==> src/rtl/ext_trg_pkg.sv <==
// ext_trg_pkg
// Shared definitions for the external trigger path (input conditioner and
// output driver): FSM state encoding, default counter widths, pin polarity
// constants and the trigger edge-type encoding used by the receiver.
package ext_trg_pkg;

   // Default widths of the delay/width/period counters and pulse count.
   localparam int CNT_W = 32;
   localparam int NUM_W = 16;

   // Pin polarity: level driven while a pulse is active is ~polarity.
   localparam logic POL_HIGH = 1'b0;  // active-high pin
   localparam logic POL_LOW  = 1'b1;  // active-low pin

   // Output driver states.
   typedef enum logic [1:0] {
      ST_IDLE   = 2'd0,
      ST_DELAY  = 2'd1,
      ST_ACTIVE = 2'd2,
      ST_GAP    = 2'd3
   } ext_trg_state_t;

   // Receiver edge selection, kept here so both ends share one encoding.
   typedef enum logic [1:0] {
      TRG_RISING  = 2'b00,
      TRG_FALLING = 2'b01,
      TRG_BOTH    = 2'b10
   } ext_trg_type_t;

endpackage

==> src/rtl/ext_trg_drv.sv <==
// ext_trg_drv
// Programmable external trigger output generator. A single-cycle trg_in
// (accepted only in IDLE while enabled and not aborted) launches a burst of
// N pulses: D cycles of delay, then pulses of W active cycles repeating every
// Pe cycles. The pin is a flop output, ready for the IOB register.
//
// Ports:
//   clk, rst             system clock, synchronous active-high reset
//   trg_in               single-cycle trigger request
//   ctrl_enable          arm; low ignores trg_in and aborts a burst
//   ctrl_polarity        0 = active-high pin, 1 = active-low pin
//   ctrl_delay/width/period/count  burst shape, latched at acceptance
//   ctrl_abort           level; forces return to IDLE
//   ext_trg_out          registered pin drive
//   busy                 burst in progress (state != IDLE)
//   done                 one-cycle strobe on the first cycle after a burst
//   missed               one-cycle strobe: trg_in arrived while busy
module ext_trg_drv #(
   parameter int CNT_W = ext_trg_pkg::CNT_W,
   parameter int NUM_W = ext_trg_pkg::NUM_W
) (
   input  logic             clk,
   input  logic             rst,
   input  logic             trg_in,
   input  logic             ctrl_enable,
   input  logic             ctrl_polarity,
   input  logic [CNT_W-1:0] ctrl_delay,
   input  logic [CNT_W-1:0] ctrl_width,
   input  logic [CNT_W-1:0] ctrl_period,
   input  logic [NUM_W-1:0] ctrl_count,
   input  logic             ctrl_abort,
   output logic             ext_trg_out,
   output logic             busy,
   output logic             done,
   output logic             missed
);
   import ext_trg_pkg::*;

   ext_trg_state_t   state_reg, state_next;
   logic [CNT_W-1:0] cnt_reg, cnt_next;      // shared phase counter
   logic [CNT_W-1:0] width_reg, width_next;  // effective W
   logic [CNT_W-1:0] gap_reg, gap_next;      // Pe - W, at least 1
   logic [NUM_W-1:0] num_reg, num_next;      // pulses remaining incl. current
   logic             pol_reg, pol_next;
   logic             out_reg, out_next;
   logic             done_reg, done_next;
   logic             missed_reg, missed_next;

   logic [CNT_W-1:0] w_eff, w_plus1, pe_eff, gap_eff;
   logic [NUM_W-1:0] n_eff;
   logic             abort_req;

   // Effective burst parameters from the live control inputs.
   always_comb begin
      w_eff   = (ctrl_width == '0) ? CNT_W'(1) : ctrl_width;
      // W+1 saturates so the max() below cannot wrap for W = all-ones.
      w_plus1 = (&w_eff) ? w_eff : w_eff + CNT_W'(1);
      pe_eff  = (ctrl_period > w_plus1) ? ctrl_period : w_plus1;
      gap_eff = pe_eff - w_eff;
      if (gap_eff == '0)
         gap_eff = CNT_W'(1);
      n_eff   = (ctrl_count == '0) ? NUM_W'(1) : ctrl_count;
   end

   assign abort_req = ctrl_abort || !ctrl_enable;

   always_comb begin
      state_next  = state_reg;
      cnt_next    = cnt_reg;
      width_next  = width_reg;
      gap_next    = gap_reg;
      num_next    = num_reg;
      pol_next    = pol_reg;
      done_next   = 1'b0;
      missed_next = 1'b0;

      case (state_reg)
         ST_IDLE: begin
            pol_next = ctrl_polarity;
            if (trg_in && !abort_req) begin
               width_next = w_eff;
               gap_next   = gap_eff;
               num_next   = n_eff;
               if (ctrl_delay != '0) begin
                  state_next = ST_DELAY;
                  cnt_next   = ctrl_delay - CNT_W'(1);
               end else begin
                  state_next = ST_ACTIVE;
                  cnt_next   = w_eff - CNT_W'(1);
               end
            end
         end
         ST_DELAY, ST_GAP: begin
            if (cnt_reg == '0) begin
               state_next = ST_ACTIVE;
               cnt_next   = width_reg - CNT_W'(1);
            end else begin
               cnt_next = cnt_reg - CNT_W'(1);
            end
         end
         ST_ACTIVE: begin
            if (cnt_reg == '0) begin
               if (num_reg <= NUM_W'(1)) begin
                  state_next = ST_IDLE;
                  num_next   = '0;
                  done_next  = 1'b1;
               end else begin
                  state_next = ST_GAP;
                  num_next   = num_reg - NUM_W'(1);
                  cnt_next   = gap_reg - CNT_W'(1);
               end
            end else begin
               cnt_next = cnt_reg - CNT_W'(1);
            end
         end
         default: state_next = ST_IDLE;
      endcase

      if (state_reg != ST_IDLE) begin
         missed_next = trg_in;
         // Abort wins over everything, including the final ACTIVE cycle.
         if (abort_req) begin
            state_next  = ST_IDLE;
            cnt_next    = '0;
            num_next    = '0;
            done_next   = 1'b0;
            missed_next = 1'b0;
         end
      end

      // Pin follows the next state so it lines up with state_reg; in IDLE
      // the inactive level tracks the live polarity input.
      if (state_next == ST_IDLE)
         out_next = ctrl_polarity;
      else if (state_next == ST_ACTIVE)
         out_next = ~pol_next;
      else
         out_next = pol_next;
   end

   always_ff @(posedge clk) begin
      if (rst) begin
         state_reg  <= ST_IDLE;
         cnt_reg    <= '0;
         width_reg  <= '0;
         gap_reg    <= '0;
         num_reg    <= '0;
         pol_reg    <= 1'b0;
         out_reg    <= 1'b0;
         done_reg   <= 1'b0;
         missed_reg <= 1'b0;
      end else begin
         state_reg  <= state_next;
         cnt_reg    <= cnt_next;
         width_reg  <= width_next;
         gap_reg    <= gap_next;
         num_reg    <= num_next;
         pol_reg    <= pol_next;
         out_reg    <= out_next;
         done_reg   <= done_next;
         missed_reg <= missed_next;
      end
   end

   assign ext_trg_out = out_reg;
   assign busy        = (state_reg != ST_IDLE);
   assign done        = done_reg;
   assign missed      = missed_reg;

endmodule

==> config.mk <==
export PLATFORM = sky130hd
export DESIGN_NAME = ext_trg_drv
export DESIGN_NICKNAME = d
export VERILOG_FILES = /design/src/rtl/ext_trg_pkg.sv /design/src/rtl/ext_trg_drv.sv
export SDC_FILE = /design/constraint.sdc
export NUM_CORES = 1
export LEC_CHECK = 0
export BUFFER_PORTS_ARGS = -buffer_cell sky130_fd_sc_hd__buf_2
export CELL_PAD_IN_SITES_DETAIL_PLACEMENT = 0
export CELL_PAD_IN_SITES_GLOBAL_PLACEMENT = 1
export CORE_MARGIN = 1.5
export CORE_UTILIZATION = 40
export CTS_CLUSTER_DIAMETER = 60
export DETAILED_ROUTE_END_ITERATION = 8
export PLACE_DENSITY_LB_ADDON = 0.1
export REMOVE_ABC_BUFFERS = 1
export SLEW_MARGIN = 15
export SYNTH_ARGS = -nofsm -noshare
export SYNTH_HDL_FRONTEND = slang
export SYNTH_SLANG_ARGS = --single-unit
==> constraint.sdc <==
create_clock -name clk -period 28.2 [get_ports clk]
set_input_delay 5.64 -clock clk [delete_from_list [all_inputs] [get_ports clk]]
set_output_delay 5.64 -clock clk [all_outputs]
set_load 0.1 [all_outputs]
==> reports/metrics.cfg <==
[outcome]
status=complete, no violations

[critical_path]
rrSetupSlack_ps=23840
crit_fanout=38
crit_type=primary input to flip-flop
max_stage_delay_ps=810
reg2reg_depth=16
required_ps=28540
crit_path_start_kind=primary input
arrival_ps=15430
slowest_stage=nor4_1
crit_path_end_kind=flip-flop

[layout]
fin_area_um2=14120
area_delta_synth_final_pct=11.41
nets=2109
final_cells=2336
drive_gt1_frac=0.1132
antenna_cells=0

[yosys]
synth_cell_type_count=87
synth_commonest_cells=nand2_1, a21oi_1, nor2_1
ys_async_sr_fraction=0
synth_top_area_cell=dfxtp_1
synth.avg_cell_area_um2=6.761
ys_seq_area_frac=0.1863
synth_most_common_cell=nand2_1
syn_area_um2=12680
synth_ff_type=dfxtp_1
synth-edff-count=0
syn_inst=1875
ys_seq_elements=118
synthTopCellsByArea=dfxtp_1, a21oi_1, nand2_1, ha_1, xnor2_1
synth_top_area_frac=0.1863
ys.warnings.count=0

[flow_run]
maxCapViolations=0

[floorplan]
rows=65
io_pins=122
fp.dieW_um=181.0
die_y_um=181.0
initial_utilization=0.4038
die-area_um2=32770
coreArea_um2=31390

[timing]
relSlewSlack=0.3309
fin_crit_ps=15080
rsz0062_at_grt=no
slew_viol_final=0
setup_viol_count_final=0
worstMarginPinSlew_ps=994.4
hold_viol_final=0
timing.fmax_ghz=0.06630
finalSetupTns_ps=0
skew_ps=6.976
fin_crit_sh=0.5349
setup_slack_ps=13120

[place]
hpwlAfterDp_um=38520
place_inst=2304
gp_routability_congestion=0.9652
dpl_worst_slack_ps=12570
placed_cell_area_um2=13510
io_buffers=121

[detailed_routing]
dr.first_iter.drc_count=1069
wl_um=49830
vias=13960
post-route-drc-count=0
viasPerCell=5.977
avgRoutedWirePerCell_um=21.33
dr.pass1.iters=5
final_antenna_net_count=0

[clocking]
cts_root_buffer=clkbuf_16
clk_pin_slew_ps=60
numCtsBuffers=17
h-tree-depth=4
post_cts_buffers=0
cts_num_sinks=118
cts-resized-gates=0
clock_path_buffers=2
clk_latency_ps=430
cts_tree=built
postCtsHoldBufs=0

[pwr]
p_total_uw=743.0
p_per_area_nw_per_um2=52.61
leakagePower_nw=5.644
peakVddDrop_v=0.00004621

[grt]
grt_overflow=0
antenna_found_initial=0
grt_pass1_vias=13250
grt_first_pass_wirelength_um=77470
grt_usage=0.3014
grt_max_degree=73

[hold_path]
hold_class=flip-flop to flip-flop
worstHoldPathCells=2

[cell type report]
cell class | instances | area, um2
clock inverter | 15 | 191.4
tap | 402 | 503.0
sequential | 118 | 2365
inverter | 60 | 225.2
fill | 3356 | 17270
clock buffer | 17 | 425.4
timing repair buffer | 140 | 748.2
multi-input combinational | 1584 | 9666
[worst paths after layout]
path,start,to
max,ctrl_width[21],gap_reg[0]$_SDFFE_PP0P_
max reg2reg,cnt_reg[0]$_SDFF_PP0_,ext_trg_out$_SDFF_PP0_
min reg2reg,width_reg[31]$_SDFFE_PP0P_,width_reg[31]$_SDFFE_PP0P_
min,width_reg[31]$_SDFFE_PP0P_,width_reg[31]$_SDFFE_PP0P_
[per-layer routing]
layer  part of all wire  global-route usage
met1               0.46              0.4086
met2               0.47              0.5086
met3              0.056             0.02862
met4              0.021             0.08467
met5                  0                   0
[report_power, final]
part	switching, mW	leakage [nW]	internal, mW
clock	0.0920	0.292	0.141
sequential	0.0107	0.961	0.175
combinational	0.209	4.39	0.115
[placed cells by master (no fill, tap or decap), drive strengths merged, types with 66 or more instances in the layout]
cell / netlist / final
nor3: 78 / 78
nor2: 186 / 186
nand2: 278 / 278
xor2: 69 / 69
o21ai: 121 / 121
inv: 59 / 66
xnor2: 95 / 95
buf: 17 / 140
dfxtp: 118 / 118
ha: 70 / 70
a21oi: 223 / 223
[logic make-up after synthesis]
logic type      count (synthesis)  synth area share
compound gates                569            0.2812
xor+xnor                      164            0.1133
fa+ha+maj                      70           0.06909
buf+inv                       173           0.05310
flops                         118            0.1863
mux                             8          0.007402
simple gates                  773            0.2896
[metrics by stage]
stage / utilization / hold WS (ps)
4_1_cts: 0.4499 / 470.5
5_1_grt: 0.4499 / 483.3
6_report: 0.4499 / 474.8
2_1_floorplan: - / 439.0
3_3_place_gp: 0.4303 / 459.6
3_5_place_dp: 0.4303 / 462.8
[worst max-delay path, delay by kind of cell]
kind	cells	cell delay (ps)
AOI/OAI and AO/OA	12	3270
xor gates and xnor gates	1	170
buffers and inverters	2	620
adders and majority gates	3	990
and+or+nand+nor	15	4710
No activity file was read; power rests on OpenSTA's default activity.
